### src/rtl/scsi_pkg.sv
// Shared definitions for the NCR 53C710 Zorro III bus-master arbiter:
// the FSM state encoding and the default timing parameters.
package scsi_pkg;

    typedef enum logic [2:0] {
        ARB_IDLE  = 3'b000,
        ARB_REQ   = 3'b001,
        ARB_GRANT = 3'b010,
        ARB_OWN   = 3'b011,
        ARB_HOLD  = 3'b100
    } arb_state_t;

    localparam int ACK_TIMEOUT_DEFAULT = 15;
    localparam int HOLDOFF_DEFAULT     = 2;
    localparam int CNT_W_DEFAULT       = 4;

endpackage

### src/rtl/scsi_bus_arbiter_counter.sv
// Saturating up-counter with synchronous clear, shared by the grant-acknowledge
// timeout and the post-tenure hold-off.
module arb_counter #(
    parameter int CNT_W = 4
) (
    input  logic             bclk,
    input  logic             reset,
    input  logic             clr,
    input  logic             en,
    output logic [CNT_W-1:0] count
);

    // NOTE: sequential state is written with <= only, so every register
    // samples the pre-edge values regardless of statement order.
    always_ff @(posedge bclk) begin
        if (reset || clr) begin
            count <= '0;
        end else if (en && (count != {CNT_W{1'b1}})) begin
            count <= count + 1'b1;
        end
    end

endmodule

### src/rtl/scsi_bus_arbiter.sv
// Sequences NCR 53C710 bus-master tenures onto Zorro III: request, grant
// hand-off, ownership (mybus) and a hold-off before the next request.
module scsi_bus_arbiter
    import scsi_pkg::*;
#(
    parameter int ACK_TIMEOUT = ACK_TIMEOUT_DEFAULT,
    parameter int HOLDOFF     = HOLDOFF_DEFAULT,
    parameter int CNT_W       = CNT_W_DEFAULT
) (
    input  logic bclk,
    input  logic reset,
    input  logic SBR_n,
    input  logic SBGACK_n,
    input  logic BGRANT_n,
    input  logic bus_idle,
    input  logic scsi_cycle,
    output logic BREQ_n,
    output logic BGACK_n,
    output logic SBG_n,
    output logic mybus,
    output logic ack_timeout
);

    localparam logic [CNT_W-1:0] ACK_LIMIT = CNT_W'(ACK_TIMEOUT);
    localparam logic [CNT_W-1:0] HOLD_LAST = CNT_W'((HOLDOFF > 0) ? HOLDOFF - 1 : 0);

    arb_state_t       state, next_state;
    logic [CNT_W-1:0] cnt;
    logic             cnt_clr, cnt_en, timeout_evt;
    logic             breq_d, bgack_d, sbg_d, mybus_d;

    // Clearing on any state change gives every state a count starting at 0.
    assign cnt_clr = (next_state != state);
    assign cnt_en  = (state == ARB_GRANT) || (state == ARB_HOLD);

    arb_counter #(.CNT_W(CNT_W)) u_counter (
        .bclk  (bclk),
        .reset (reset),
        .clr   (cnt_clr),
        .en    (cnt_en),
        .count (cnt)
    );

    // NOTE: every always_comb output gets a default first, so no path
    // through the case statement can infer a latch.
    always_comb begin
        next_state  = state;
        timeout_evt = 1'b0;
        case (state)
            ARB_IDLE:  if (!SBR_n && !scsi_cycle) next_state = ARB_REQ;
            ARB_REQ: begin
                if (SBR_n)
                    next_state = ARB_IDLE;
                else if (!BGRANT_n && bus_idle && !scsi_cycle)
                    next_state = ARB_GRANT;
            end
            ARB_GRANT: begin
                // An acknowledge on the timeout cycle still wins.
                if (!SBGACK_n) begin
                    next_state = ARB_OWN;
                end else if (cnt >= ACK_LIMIT) begin
                    next_state  = ARB_HOLD;
                    timeout_evt = 1'b1;
                end else if (SBR_n) begin
                    next_state = ARB_HOLD;
                end
            end
            ARB_OWN:   if (SBGACK_n) next_state = ARB_HOLD;
            ARB_HOLD:  if (cnt >= HOLD_LAST) next_state = ARB_IDLE;
            default:   next_state = ARB_IDLE;
        endcase

        // Outputs are decoded from the next state so they register on entry.
        breq_d  = !((next_state == ARB_REQ) || (next_state == ARB_GRANT));
        sbg_d   = (next_state != ARB_GRANT);
        bgack_d = (next_state != ARB_OWN);
        mybus_d = (next_state == ARB_OWN);
    end

    always_ff @(posedge bclk) begin
        if (reset) begin
            state       <= ARB_IDLE;
            BREQ_n      <= 1'b1;
            BGACK_n     <= 1'b1;
            SBG_n       <= 1'b1;
            mybus       <= 1'b0;
            ack_timeout <= 1'b0;
        end else begin
            state       <= next_state;
            BREQ_n      <= breq_d;
            BGACK_n     <= bgack_d;
            SBG_n       <= sbg_d;
            mybus       <= mybus_d;
            ack_timeout <= timeout_evt;
        end
    end

endmodule

### config.mk
export PLATFORM = sky130hd
export DESIGN_NAME = scsi_bus_arbiter
export DESIGN_NICKNAME = d
export VERILOG_FILES = /design/src/rtl/scsi_pkg.sv /design/src/rtl/scsi_bus_arbiter_counter.sv /design/src/rtl/scsi_bus_arbiter.sv
export SDC_FILE = /design/constraint.sdc
export NUM_CORES = 1
export LEC_CHECK = 0
export ABC_AREA = 1
export CAP_MARGIN = 20
export CORE_AREA = 2 2 41 43
export DETAILED_ROUTE_END_ITERATION = 10
export DIE_AREA = 0 0 43 45
export HOLD_SLACK_MARGIN = 0.08
export PLACE_DENSITY = 0.77
export SYNTH_ARGS = -nofsm -noshare
export SYNTH_HDL_FRONTEND = slang
export SYNTH_SLANG_ARGS = --single-unit
### constraint.sdc
create_clock -name bclk -period 1.7 [get_ports bclk]
set_input_delay 0.34 -clock bclk [delete_from_list [all_inputs] [get_ports bclk]]
set_output_delay 0.34 -clock bclk [all_outputs]
set_load 0.02 [all_outputs]
Yosys cells after proc, flatten, opt, wreduce, memory -nomap -nowiden:

Index checks and enable logic that the tools add are counted.

* add/sub/neg operators: 1
* muxes and demuxes: 10
* magnitude comparators: 2
* bitwise logic cells: 2
* eq/ne operators: 11
* reductions and logical operators: 13

Operators by type and width (count)
* $mux 3: 8
* $pmux 3 s5: 1
* $eq 3x2->1 const B: 4
* $eq 3x1->1 const B: 2
* $ne 3x2->1 const B: 2
* $add 4x1->4 const B: 1
* $ge 4x1->1 const B: 1
* $ge 4x4->1 const B: 1
* $logic_and 1x1->1: 4
* $logic_not 1->1: 4
* $ne 4x4->1 const B: 1
* $eq 3x3->1 const B: 1
* $logic_not 3->1: 1
* $logic_or 1x1->1: 3
* $ne 3x3->1: 1
* $reduce_or 3->1: 1
* $not 1->1: 2
* $mux 1: 1

* bits in registers: 12
* bits of input ports: 7

Longest topological paths before layout:

Gate-level depths: netlist of the first run.

* word-level depth: 9
* mapped depth: 12
* depth with buffers taken out: 12

Cells and area by module:

A second synthesis of the first run with hierarchy kept.

* cells, all modules: 101
* area total of the unflattened synthesis: 656.9 µm²

Modules (own cells, without submodules)
* scsi_bus_arbiter: instances 1, area each 437.9 µm², cells each 70
* arb_counter: instances 1, area each 219.0 µm², cells each 31

Worst setup path before layout of the first run:

Ideal clock, no wire load.

* path type: reg-to-reg
* start: register u_counter.count[0]
* end: register u_counter.count[0]
* setup time: 65 ps
* cell stages (with the launch flop): 11
* data required time: 1635 ps
* setup slack: 424 ps
* data arrival time: 1212 ps
* cell sequence: dfxtp_1 ha_1 nand3_2 nand2_1 inv_1 nor2_1 nor2_2 nor2_1 nor2_1 nand3_2 nor2_1

* word-level cells in the longest chain between the ends: 6
* elaborated cells on any way between the ends: 11
* classes of those cells: add/sub: 1; order compare: 2; eq/ne: 2; mux: 4; reduce/logical: 2

RTL lines
* start: declaration: RTL line scsi_bus_arbiter_counter.sv:10 `output logic [CNT_W-1:0] count`
* start signal: assignment: RTL line scsi_bus_arbiter_counter.sv:19 `count <= count + 1'b1;`
* $ge 4x4->1: RTL line scsi_bus_arbiter.sv:61 `end else if (cnt >= ACK_LIMIT) begin`
* $mux 3: RTL line scsi_bus_arbiter.sv:61
* $mux 3: RTL line scsi_bus_arbiter.sv:59 `if (!SBGACK_n) begin`
* $pmux 3 s5: RTL line scsi_bus_arbiter.sv:49 `case (state)`
* $ne 3x3->1: RTL line scsi_bus_arbiter.sv:33 `assign cnt_clr = (next_state != state);`
* $logic_or 1x1->1: RTL line scsi_bus_arbiter_counter.sv:16 `if (reset || clr) begin`

Several ways; a longest one is shown, not always the timed one.
A chain may end at the register's enable or synchronous reset.

Final worst setup path of the first run:

* start: register BREQ_n
* end: output BREQ_n

RTL lines
* start: declaration: RTL line scsi_bus_arbiter.sv:17 `output logic BREQ_n,`
* start signal: assignment: RTL line scsi_bus_arbiter.sv:90 `BREQ_n <= breq_d;`

No word-level cell between the ends.

==> results.yml, run 1 <==
drt:
  drc: 0
  drt_iter0_drc: 4
  ant_nets: 0
  vias: 606
  routed_via_density: 4.63
  wl_per_cell_um: 9.02
  routed_wl_um: 1180
  dr.pass1.iters: 3
critical_path:
  start_kind: "register"
  crit_buf_inv: 1
  cp-end-kind: "output port"
  cp_data_arrival_time_ns: 1.17
  max_stage_delay_ns: 0.60
  crit_path_cell_trace: "clkdlybuf4s50_1"
  cpMaxStageDelayCell: "clkdlybuf4s50_1"
  critPathTopFamily: "buffers and inverters"
  path_class: "reg -> out"
  worstPathRequired_ns: 1.36
  crit_fanout: 1
timing:
  finClkSkew_ns: 0.00210
  setup_violations: 0
  max_slew.worst_pin.slew_ns: 0.277
  rsz0062_at_grt: "no"
  fin_crit_ns: 1.51
  finalHoldViolCount: 0
  relSlewSlack_pct: 81.5
  slew_violations: 0
  setup-tns-final_ns: 0
  hold_ws_ns: 0.551
  fmax_ghz: 0.661
  min_period_over_period_pct: 89.0
clock_tree:
  clk_pin_slew_ns: 0.07
  post_cts_resized: 0
  cts_tree: "done"
  htree_num_levels: 1
  cts-buffers-inserted: 3
  clk_path_buf_depth: 2
  cts_setup_buffers: 0
  postCtsHoldBufs: 0
  clk_latency_ns: 0.26
  root_buffer: "clkbuf_4"
  clock_sinks: 12
global_routing:
  overflow: 0
  grt_max_degree: 9
  grt_util_all_layers_pct: 14.1
  grt_first_pass_wirelength_um: 2020
  grt_pass1_vias: 508
  antenna_found_initial: 0
power:
  vdd_drop_max_mv: 0.572
  power.density_nw_per_um2: 663
  p_sw_w: 0.000113
  clkPwrFrac_pct: 38.8
  p_leak_nw: 0.364
  p_sw_share_pct: 20.5
  seq_power_share_pct: 52.0
  p_int_w: 0.000438
  p_comb_share_pct: 9.2
synth:
  avgSynthCellArea_um2: 6.70
  synth_top_area_cell: "dfxtp_1"
  syn_area_um2: 677
  seq_area_frac_synth_pct: 35.5
  ys_seq_elements: 12
  yosysTopAreaCellShare_pct: 35.5
  synth_commonest_cells: "nand2_1, nor2_1, inv_1"
  synth_edf_count: 0
  synth_cells: 101
  async_flop_share_pct: 0
  synth_most_common_cell: "nand2_1"
  synth_cell_type_count: 17
  ys_warn_count: 0
  synth_ff_type: "dfxtp_1"
  synth_area_leaders: "dfxtp_1, nand2_1, nor2_1, inv_1, nor2_2"
  syn_nets: 111
job:
  max-cap-violations: 0
floorplan:
  rows: 14
  dieWidth_um: 43
  num_io_pins: 12
  start_util_pct: 46.0
  die_h_um: 45
  dieArea_um2: 1940
  coreArea_um2: 1470
run_status:
  status: "completed"
cells_and_area:
  nets: 126
  drive_gt1_share_pct: 15.7
  areaGrowthSynthToFinish_pct: 22.9
  antenna_cells: 0
  n_fill_cell: 146
placement:
  port_buffers: 11
  gp_congestion: 0.930
  hpwl_um: 1020
hold_path:
  hp-class: "reg -> reg"
-- worst paths after layout --
| check | to | depth (start not counted) | start | slack [ns] |
|---|---|---|---|---|
| min | u_counter.count[1]$_SDFFE_PP0P_ | 4 | u_counter.count[1]$_SDFFE_PP0P_ | 0.55 |
| max | BREQ_n | 1 | BREQ_n$_SDFF_PP1_ | 0.19 |
| max reg2reg | u_counter.count[1]$_SDFFE_PP0P_ | 9 | u_counter.count[0]$_SDFFE_PP0P_ | 0.26 |
| min reg2reg | u_counter.count[1]$_SDFFE_PP0P_ | 4 | u_counter.count[1]$_SDFFE_PP0P_ | 0.55 |
-- logic make-up after synthesis --
kind of cell               Yosys count  synth area share [%]
AOI/OAI and AO/OA                    3                  2.59
xor gates and xnor gates             2                  2.59
adders and majority gates            3                  5.55
buffers and inverters               18                  11.1
DFF                                 12                  35.5
and+or+nand+nor                     63                  42.7
-- area by class of cell --
cell class / instances / area [um^2] / share of cell area (%)
clock buffers: 4 / 36.3 / 4.36
flip-flops and latches: 12 / 240 / 28.9
multi-input cells: 71 / 362 / 43.5
inverters: 17 / 63.8 / 7.67
repair buffers: 11 / 110 / 13.2
well taps: 16 / 20.0 / 2.41
-- flip-flops by register name (all words and copies together) (netlist names) --
name / flops
state: 3
ack_timeout: 1
BGACK_n: 1
mybus: 1
SBG_n: 1
BREQ_n: 1
u_counter.count: 4
-- metal layers --
| layer | part of all wire [%] | vias up | wire (um) | track usage (%) |
|---|---|---|---|---|
| met5 | 0 | - | 0 | 0 |
| met4 | 0.68 | 0 | 8 | 3.64 |
| met3 | 3.6 | 2 | 43 | 5.20 |
| met2 | 51 | 7 | 607 | 25.2 |
| met1 | 44 | 267 | 523 | 16.0 |
| li1 | - | 330 | - | - |
-- power by group through the flow --
stage                     Clock [W]  Combinational [W]  Sequential [W]
final                      0.000214          0.0000509        0.000286
after global routing       0.000241          0.0000565        0.000287
after global placement            0          0.0000502        0.000293
after detailed placement          0          0.0000512        0.000293
after CTS                  0.000224          0.0000514        0.000286
after floorplan                   0          0.0000253        0.000294
-- layout by cell type (no fill, tap or decap) --
cell | synthesis | layout
clkbuf_4 | 0 | 3
clkbuf_8 | 0 | 1
clkdlybuf4s50_1 | 0 | 11
dfxtp_1 | 12 | 12
ha_1 | 3 | 3
inv_1 | 14 | 14
inv_2 | 3 | 3
nand2_1 | 25 | 25
nand2_2 | 2 | 2
nand3_1 | 6 | 6
nand3_2 | 2 | 2
nand3b_1 | 1 | 1
nand4_1 | 1 | 1
nor2_1 | 16 | 16
nor2_2 | 7 | 7
nor3_1 | 3 | 3
o21a_1 | 1 | 1
o21ai_0 | 2 | 2
xor2_1 | 2 | 2
-- per-stage QoR --
stage          std cells  area (um^2)  setup slack (ns)  util (%)  total power [W]
2_1_floorplan        101          677             0.424         -         0.000320
3_3_place_gp         127          796            0.0907      54.1         0.000343
3_5_place_dp         127          796            0.0520      54.1         0.000344
4_1_cts              131          832             0.166      56.5         0.000562
5_1_grt              131          832             0.109      56.5         0.000584
6_report             131          832             0.187      56.5         0.000551
Power figures use the tool's default switching activity.
==> inputs of run 2 (changes only) <==
--- a/config.mk
+++ b/config.mk
@@ -7,11 +7,13 @@
 export LEC_CHECK = 0
 export ABC_AREA = 1
 export CAP_MARGIN = 20
-export CORE_AREA = 2 2 41 43
+export CELL_PAD_IN_SITES_DETAIL_PLACEMENT = 0
+export CELL_PAD_IN_SITES_GLOBAL_PLACEMENT = 1
+export CORE_AREA = 2 2 47 49
 export DETAILED_ROUTE_END_ITERATION = 10
-export DIE_AREA = 0 0 43 45
+export DIE_AREA = 0 0 49 51
 export HOLD_SLACK_MARGIN = 0.08
-export PLACE_DENSITY = 0.77
+export PLACE_DENSITY = 0.8
 export SYNTH_ARGS = -nofsm -noshare
 export SYNTH_HDL_FRONTEND = slang
 export SYNTH_SLANG_ARGS = --single-unit
==> run 2 against run 1 <==
Effect of this change: hold slack got worse by 0.0061 ns; non-clock buffer count unchanged; register-to-register slack about the same; core utilization decreased by 16 points; routed wire length increased by 9.2%; combinational power increased by 2%; sequential share of layout area about the same; largest cell class unchanged; largest power group unchanged.
==> results.yml, run 2 (synthesis results as in run 1) <==
drt:
  vias: 609
  routed_wl_um: 1290
  routed_via_density: 4.29
  wl_per_cell_um: 9.09
  drc: 0
  drt_iter0_drc: 6
  dr.pass1.iters: 4
  ant_nets: 0
placement:
  pre_cts_ws_ns: 0.0484
  hpwl_um: 1040
  port_buffers: 11
  gp_congestion: 0.880
floorplan:
  start_util_pct: 32.8
  die_h_um: 51
  num_io_pins: 12
  coreArea_um2: 2060
  dieArea_um2: 2500
  dieWidth_um: 49
  rows: 17
critical_path:
  cp_data_arrival_time_ns: 1.17
  critPathTopFamily: "buffers and inverters"
  timing.rr.end: "u_counter.count[0]$_SDFFE_PP0P_"
  path_class: "reg -> out"
  reg2reg_depth: 10
  crit_fanout: 1
  crit_path_cell_trace: "clkdlybuf4s50_1"
  r2r_start: "u_counter.count[0]$_SDFFE_PP0P_"
  crit_buf_inv: 1
  max_stage_delay_ns: 0.60
  worstPathRequired_ns: 1.36
  crit_cells: 1
  reg2reg_slack_ns: 0.26
  endpoint: "BREQ_n"
  cpMaxStageDelayCell: "clkdlybuf4s50_1"
  start_kind: "register"
  cp-end-kind: "output port"
  cp-startpoint: "BREQ_n$_SDFF_PP1_"
power:
  p_leak_nw: 0.357
  power.density_nw_per_um2: 599
  vdd_drop_max_mv: 0.480
timing:
  finClkSkew_ns: 0.00208
  fin_crit_ns: 1.51
  fin_ws_ns: 0.188
  slew_violations: 0
  finalHoldViolCount: 0
  hold_ws_ns: 0.545
  max_slew.worst_pin.slew_ns: 0.285
  setup_violations: 0
  relSlewSlack_pct: 80.8
  min_period_over_period_pct: 88.9
  setup-tns-final_ns: 0
  rsz0062_at_grt: "no"
  fmax_ghz: 0.662
global_routing:
  grt_util_all_layers_pct: 13.4
  antenna_found_initial: 0
  overflow: 0
  grt_pass1_vias: 622
  met3_usage_pct: 5.26
  grt_first_pass_wirelength_um: 2550
  met2_usage_pct: 22.6
  grt_max_degree: 9
  grt_use_met1_pct: 16.0
  grt.busiest_layer: "met2"
run_status:
  status: "completed"
clock_tree:
  cts_tree: "done"
  clk_path_buf_depth: 2
  htree_num_levels: 1
  cts-buffers-inserted: 3
  clock_sinks: 12
  post_cts_resized: 0
  cts_setup_buffers: 0
  root_buffer: "clkbuf_4"
  postCtsHoldBufs: 0
  clk_pin_slew_ns: 0.06
  clk_latency_ns: 0.26
cells_and_area:
  largest_reg_flops: 4
  final_common_cell: "nand2_1"
  drive_gt1_share_pct: 14.9
  areaGrowthSynthToFinish_pct: 23.1
  regMostFlops: "u_counter.count"
  antenna_cells: 0
  nets: 126
  layout_common_cells: "nand2_1, nor2_1, inv_1, dfxtp_1, clkdlybuf4s50_1"
  largestRegisters: "u_counter.count: 4 flops, state: 3 flops"
job:
  max-cap-violations: 0
hold_path:
  hp-class: "reg -> reg"
-- run 2: cell types whose count changed in the layout (fill, tap and decap cells not counted), sizes merged --
| cell | previous run | this run |
|---|---|---|
| clkbuf | 4 | 3 |
-- run 2: area by class of cell --
| cell class | instances | area [um^2] |
|---|---|---|
| clock buffer | 3 | 22.5 |
| fill | 235 | 1230 |
| inverter | 17 | 63.8 |
| multi-input combinational | 71 | 362 |
| sequential | 12 | 240 |
| tap | 28 | 35.0 |
| timing repair buffer | 11 | 110 |
-- run 2: routing by layer --
metal  vias to the layer above  part of all wire, %
met2                         9                   51
met5                         -                    0
li1                        333                    -
met4                         0                    0
met1                       267                   45
met3                         0                  4.0
-- run 2: worst reg2reg max path: stages, from the launching register on --
cell and delay [ns]:
dfxtp_1 0.33, ha_1 0.24, nand3_2 0.14, nand2_1 0.09, inv_1 0.06, nor2_1 0.04
nor2_2 0.12, nor2_1 0.05, nor2_1 0.12, nand3_2 0.11, nor2_1 0.10
-- run 2: power breakdown --
part / leakage (nW) / internal (W) / total [W] / switching [W]
combinational: 0.246 / 0.0000247 / 0.0000518 / 0.0000271
sequential: 0.0971 / 0.000284 / 0.000287 / 0.00000253
clock: 0.0138 / 0.0000817 / 0.000160 / 0.0000787
-- run 2: worst min-delay path by stage --
stage,from,endpoint,slack [ns],cells past startpoint
final,u_counter.count[1]$_SDFFE_PP0P_,u_counter.count[1]$_SDFFE_PP0P_,0.55,4
after global placement,u_counter.count[1]$_SDFFE_PP0P_,u_counter.count[1]$_SDFFE_PP0P_,0.54,4
after floorplan,reset,state[0]$_SDFF_PP0_,0.41,1
after detailed placement,u_counter.count[1]$_SDFFE_PP0P_,u_counter.count[1]$_SDFFE_PP0P_,0.54,4
after global routing,u_counter.count[1]$_SDFFE_PP0P_,u_counter.count[1]$_SDFFE_PP0P_,0.63,4
after CTS,u_counter.count[1]$_SDFFE_PP0P_,u_counter.count[1]$_SDFFE_PP0P_,0.55,4
-- run 2: metrics by stage --
step	instances	power, W	utilization (%)	instance area (um^2)
6_report	142	0.000499	40.4	833
5_1_grt	142	0.000539	40.4	833
2_1_floorplan	101	0.000320	-	677
3_5_place_dp	139	0.000345	39.3	811
4_1_cts	142	0.000509	40.4	833
3_3_place_gp	139	0.000344	39.3	811
